[src/rtl/gol_pkg.sv]
// Shared types and constants for the Game of Life controller.
package gol_pkg;

  localparam int unsigned GRID_N = 16;
  localparam int unsigned GRID_W = GRID_N * GRID_N;

  typedef enum logic [1:0] {
    StIdle = 2'd0,
    StRun  = 2'd1,
    StHalt = 2'd2
  } gol_state_e;

  typedef enum logic [1:0] {
    CauseNone    = 2'd0,
    CauseLimit   = 2'd1,
    CauseStable  = 2'd2,
    CauseExtinct = 2'd3
  } halt_cause_e;

  function automatic logic [15:0] sat_inc16(input logic [15:0] v);
    return (v == 16'hFFFF) ? v : v + 16'd1;
  endfunction

endpackage

[src/rtl/gol_tick_timer.sv]
// 8-bit load/decrement down-counter; zero marks a due generation tick.
module gol_tick_timer (
  input  logic       clk,
  input  logic       reset,
  input  logic       load,
  input  logic [7:0] value,
  input  logic       dec,
  output logic       zero
);

  logic [7:0] count_q, count_d;

  always_comb begin
    count_d = count_q;
    if (load) begin
      count_d = value;
    end else if (dec && (count_q != 8'd0)) begin
      count_d = count_q - 8'd1;
    end
  end

  always_ff @(posedge clk) begin
    if (reset) begin
      count_q <= 8'd0;
    end else begin
      count_q <= count_d;
    end
  end

  assign zero = (count_q == 8'd0);

endmodule

[src/rtl/gol_ctrl.sv]
// Game of Life run controller: owns the grid register, paces generations and
// detects limit, stable and extinct halts. The next-state datapath is external.
module gol_ctrl
  import gol_pkg::*;
(
  input  logic              clk,
  input  logic              reset,
  input  logic [GRID_W-1:0] seed,
  input  logic              load,
  input  logic              start,
  input  logic              stop,
  input  logic              step,
  input  logic [7:0]        period,
  input  logic [15:0]       gen_limit,
  input  logic [GRID_W-1:0] grid_next,
  output logic [GRID_W-1:0] grid,
  output logic              running,
  output logic              done,
  output logic [1:0]        halt_cause,
  output logic [15:0]       gen_count
);

  gol_state_e        state_q, state_d;
  halt_cause_e       cause_q, cause_d;
  logic [GRID_W-1:0] grid_q, grid_d;
  logic [15:0]       count_q, count_d;
  logic              done_q, done_d;

  logic              tmr_load;
  logic [7:0]        tmr_value;
  logic              tmr_dec;
  logic              tmr_zero;

  logic              check;
  logic              extinct;
  logic              stable;
  logic [15:0]       count_inc;
  logic              limit_hit;

  gol_tick_timer u_timer (
    .clk   (clk),
    .reset (reset),
    .load  (tmr_load),
    .value (tmr_value),
    .dec   (tmr_dec),
    .zero  (tmr_zero)
  );

  assign extinct   = (grid_q == '0);
  assign stable    = (grid_next == grid_q);
  assign count_inc = sat_inc16(count_q);
  // A limit below the current count can never match, only equality halts.
  assign limit_hit = (gen_limit != 16'd0) && (count_inc == gen_limit);

  always_comb begin
    state_d   = state_q;
    cause_d   = cause_q;
    grid_d    = grid_q;
    count_d   = count_q;
    tmr_load  = 1'b0;
    tmr_value = period;
    tmr_dec   = 1'b0;
    check     = 1'b0;

    if (load) begin
      state_d   = StIdle;
      cause_d   = CauseNone;
      grid_d    = seed;
      count_d   = 16'd0;
      tmr_load  = 1'b1;
      tmr_value = 8'd0;
    end else begin
      case (state_q)
        StIdle: begin
          if (!stop) begin
            if (start) begin
              state_d  = StRun;
              tmr_load = 1'b1;
            end else if (step) begin
              check = 1'b1;
            end
          end
        end
        StRun: begin
          if (stop) begin
            state_d = StIdle;
          end else if (tmr_zero) begin
            check = 1'b1;
          end else begin
            tmr_dec = 1'b1;
          end
        end
        StHalt: ;
        default: state_d = StIdle;
      endcase

      if (check) begin
        if (extinct) begin
          state_d = StHalt;
          cause_d = CauseExtinct;
        end else if (stable) begin
          state_d = StHalt;
          cause_d = CauseStable;
        end else begin
          grid_d   = grid_next;
          count_d  = count_inc;
          tmr_load = 1'b1;
          if (limit_hit) begin
            state_d = StHalt;
            cause_d = CauseLimit;
          end
        end
      end
    end

    done_d = (state_d == StHalt) && (state_q != StHalt);
  end

  always_ff @(posedge clk) begin
    if (reset) begin
      state_q <= StIdle;
      cause_q <= CauseNone;
      grid_q  <= '0;
      count_q <= 16'd0;
      done_q  <= 1'b0;
    end else begin
      state_q <= state_d;
      cause_q <= cause_d;
      grid_q  <= grid_d;
      count_q <= count_d;
      done_q  <= done_d;
    end
  end

  assign grid       = grid_q;
  assign running    = (state_q == StRun);
  assign done       = done_q;
  assign halt_cause = cause_q;
  assign gen_count  = count_q;

endmodule

[config.mk]
export PLATFORM = sky130hd
export DESIGN_NAME = gol_ctrl
export DESIGN_NICKNAME = d
export VERILOG_FILES = /design/src/rtl/gol_pkg.sv /design/src/rtl/gol_tick_timer.sv /design/src/rtl/gol_ctrl.sv
export SDC_FILE = /design/constraint.sdc
export NUM_CORES = 1
export LEC_CHECK = 0
export BUFFER_PORTS_ARGS = -buffer_cell sky130_fd_sc_hd__buf_2
export CAP_MARGIN = 20
export CORE_AREA = 2 2 322 324
export CTS_CLUSTER_DIAMETER = 120
export CTS_CLUSTER_SIZE = 24
export DETAILED_ROUTE_END_ITERATION = 7
export DIE_AREA = 0 0 324 326
export GPL_ROUTABILITY_DRIVEN = 0
export PLACE_DENSITY = 0.39
export SLEW_MARGIN = 20
export SYNTH_ARGS = -nofsm -noshare
export SYNTH_HDL_FRONTEND = slang
export SYNTH_SLANG_ARGS = --single-unit
export TNS_END_PERCENT = 30
[constraint.sdc]
create_clock -name clk -period 3.8 [get_ports clk]
set_input_delay 0.76 -clock clk [delete_from_list [all_inputs] [get_ports clk]]
set_output_delay 0.76 -clock clk [all_outputs]
set_load 0.005 [all_outputs]
==> flow_summary_export.csv <==
group,metric,value,unit
timing,worst_slew_pin_slew,989,ps
power_and_ir_drop,leakagePower,11.5,nW
global_route,grtUsageMet3,3.86,%
cts,cts_tree,"yes",
critical_path,r2r_end,"grid[93]$_SDFFE_PP0P_",
global_route,overflow,0,
timing,rsz0062_at_grt,"false",
power_and_ir_drop,power.switching,0.00345,W
timing,timing.final.hold_violations,0,
floorplan,row_count,118,
cts,cts-root-buf,"clkbuf_16",
critical_path,cp_common_cell,"buf_4",
finish,drive_above_1_share,35.7,%
route,antenna_left,0,
finish,fillers,11606,
finish,fin_area,25800,um^2
route,drt-initial-drc-count,1503,
logic_synthesis,synth.avg_cell_area,8.15,um^2
global_route,use_met2,41.1,%
critical_path,crit_type,"flop to flop",
critical_path,r2r_start,"grid[167]$_SDFFE_PP0P_",
worst_hold_path,whs_path_depth,3,
power_and_ir_drop,swShare,38.3,%
worst_hold_path,min_to,"u_timer.count_q[5]$_SDFFE_PP0P_",
finish,ff_latch_area,5710,um^2
logic_synthesis,netlist.area_leader.share,32.0,%
placed_design,place_inst,4426,
logic_synthesis,synth-edff-count,0,
route,wl_per_cell,28.5,um
global_route,first_global_vias,20272,
logic_synthesis,async_flop_share,0,%
cts,cts_hold_buf,0,
timing,hold_slack,420,ps
critical_path,worst-path-max-fanout,18,
critical_path,crit_required,4260,ps
cts,cts_num_sinks,285,
critical_path,critPathCaptureType,"flop",
placed_design,preCtsSetupSlack,-481,ps
power_and_ir_drop,p_clk_share,29.6,%
global_route,grt_max_degree,118,
critical_path,path_cells,"xnor2_1 > nand4_1 > buf_4 > nor4_1 > buf_4 > nand4_1 > or4_4 > o21a_4 > buf_12 > buf_4 > o311a_1",
timing,slew_headroom,34.0,%
critical_path,r2r_slack,160,ps
timing,fin_crit_sh,95.9,%
cts,h-tree-depth,1,
logic_synthesis,synth_ff_type,"dfxtp_1",
finish,nNetsFinal,3613,
cts,cts_setup_buffers,0,
placed_design,placed_area,25000,um^2
timing,setup_viol_count_final,0,
route,avgViaCountPerCell,4.67,
global_route,grt_pass1_wl,169000,um
timing,worst_slack,155,ps
power_and_ir_drop,p_int,0.00556,W
finish,multiInputGateArea,11300,um^2
critical_path,cp.depth,11,
timing,finClkSkew,47.4,ps
route,firstDrtPassIters,7,
route,wirelength,128000,um
placed_design,place_hpwl,107000,um
critical_path,max_stage_delay,750,ps
timing,min_period,3640,ps
finish,fin_cells,4477,
power_and_ir_drop,vdd.ir_drop.worst,0.220,mV
timing,slew_viol_final,0,
logic_synthesis,ys_seq_elements,285,
floorplan,core_area,103000,um^2
logic_synthesis,synth_nets,2734,
global_route,grt_use_met1,29.5,%
floorplan,ioPinCount,818,
logic_synthesis,synth_warnings,0,
logic_synthesis,syn_inst,2190,
timing,fmax,274,MHz
logic_synthesis,yosysSeqAreaShare,32.0,%
critical_path,reg2reg_depth,11,
power_and_ir_drop,pwr-share-seq,39.5,%
critical_path,startpoint_type,"flop",
logic_synthesis,yosysUniqueCellTypes,62,
worst_hold_path,hold_class,"input port to flop",
floorplan,die_height,326,um
worst_hold_path,hp-start,"period[5]",
floorplan,start_util,17.4,%
cts,clkTransAtPathRegs,110,ps
critical_path,path_delay_family,"simple AND/OR/NAND/NOR gates",
logic_synthesis,synth_area,17900,um^2
cts,clk_path_buf_depth,3,
logic_synthesis,yosys-top-cells-area,"dfxtp_1, o311a_1, xnor2_1",
global_route,grt_usage,23.0,%
power_and_ir_drop,combPwrFrac,30.9,%
cts,clock_latency,600,ps
global_route,antenna_found_initial,41,
route,num_vias,20889,
floorplan,die-area,106000,um^2
route,drc_errors,0,
cts,cts_buffers,21,
global_route,grt_busiest_layer,"met2",
flow_run,cap_violations,0,
critical_path,slowest_stage,"xnor2_1",
power_and_ir_drop,powerDensity,350,nW/um^2
critical_path,arrival,4110,ps
finish,area_delta_synth_final,44.3,%
critical_path,path_buf_inv,4,
placed_design,numPortBuffers,817,
logic_synthesis,post-synth-top-area-cell,"dfxtp_1",
floorplan,die_w,324,um
status,status,"completed",
[how the worst max path moves through the flow]
stage                                                 end  slack, ps              startpoint
after CTS                          grid[171]$_SDFFE_PP0P_          4  grid[237]$_SDFFE_PP0P_
after global routing               grid[168]$_SDFFE_PP0P_         10  grid[167]$_SDFFE_PP0P_
after detailed placement           grid[228]$_SDFFE_PP0P_       -480          grid_next[199]
final                               grid[93]$_SDFFE_PP0P_        160  grid[167]$_SDFFE_PP0P_
after floorplan           u_timer.count_q[4]$_SDFFE_PP0P_        780          grid_next[196]
after global placement             grid[226]$_SDFFE_PP0P_       -480          grid_next[199]
[cells in the mapped netlist (3+ instances only)]
| cell | instances |
|---|---|
| a2111o_1 | 3 |
| a211oi_1 | 3 |
| a21o_1 | 4 |
| a21oi_1 | 269 |
| a311oi_1 | 3 |
| a31oi_1 | 3 |
| and3_1 | 5 |
| and4_1 | 3 |
| buf_1 | 16 |
| buf_2 | 55 |
| clkbuf_1 | 119 |
| clkbuf_2 | 3 |
| dfxtp_1 | 285 |
| inv_1 | 23 |
| mux2i_1 | 7 |
| nand2_1 | 28 |
| nand2b_1 | 260 |
| nand3_1 | 8 |
| nand4_1 | 84 |
| nor2_1 | 276 |
| nor2b_1 | 9 |
| nor3_1 | 5 |
| nor4_1 | 103 |
| o211ai_1 | 6 |
| o21a_1 | 3 |
| o21ai_0 | 14 |
| o221ai_1 | 3 |
| o22ai_1 | 4 |
| o311a_1 | 256 |
| o31ai_1 | 4 |
| or3_1 | 9 |
| or4_1 | 12 |
| xnor2_1 | 220 |
| xor2_1 | 44 |
[worst reg2reg max path: stages, from the launching register on]
cell,delay [ps]
dfxtp_1,330
xnor2_1,750
nand4_1,180
buf_4,190
nor4_1,280
buf_4,170
nand4_1,100
or4_4,530
o21a_4,270
buf_12,180
buf_4,250
o311a_1,280
[registers in the layout, indices dropped and copies added (netlist names)]
signal	count
grid	256
gen_count	16
halt_cause	2
state_q	2
u_timer.count_q	8
done	1
[placed cells by master (no fill, tap or decap), drive strengths merged, types with 44 or more instances in the layout]
master / instances
nor4: 103
o311a: 256
nor2: 276
nand4: 85
dfxtp: 285
xor2: 44
xnor2: 220
nand2b: 260
buf: 1050
a21oi: 269
[metal layers]
metal  vias up  wire, um
met5         -       166
met4        28      1620
met1     10156     55100
met2       725     63700
met3        92      7160
li1       9888         -
[power by group through the flow]
stage / Clock (W) / Combinational, W / Sequential [W]
global route: 0.00286 / 0.00298 / 0.00359
finish: 0.00267 / 0.00278 / 0.00356
detailed placement: 0 / 0.00283 / 0.00363
CTS: 0.00279 / 0.00285 / 0.00356
floorplan: 0 / 0.00104 / 0.00353
global placement: 0 / 0.00284 / 0.00363
[layout make-up]
type | instances | area share (%)
antenna | 15 | 0.146
clock buffer | 23 | 2.11
clock inverter | 13 | 0.714
inverter | 23 | 0.335
multi-input combinational | 1688 | 43.9
sequential | 285 | 22.1
tap | 1380 | 6.70
timing repair buffer | 1050 | 24.0
[repair_timing]
item	in CTS	in global routing
pin swaps	0	0
gates resized for setup	1	4
setup endpoints to repair	2	259
[stage by stage]
stage	setup TNS [ps]	util (%)	power, W
6_report	0	25.1	0.00901
2_1_floorplan	0	-	0.00457
3_5_place_dp	-122790	24.3	0.00646
5_1_grt	0	25.1	0.00943
3_3_place_gp	-124190	24.3	0.00646
4_1_cts	0	25.0	0.00919
[cells by family after synthesis]
| logic type | after synthesis | share of synthesized area (%) |
|---|---|---|
| AOI/OAI and AO/OA | 600 | 25.1 |
| xor gates and xnor gates | 264 | 12.9 |
| adders and majority gates | 2 | 0.140 |
| buffers and inverters | 217 | 5.01 |
| DFF | 285 | 32.0 |
| muxes | 8 | 0.455 |
| and+or+nand+nor | 814 | 24.4 |
Note: power is estimated with default switching activity, not from simulation.
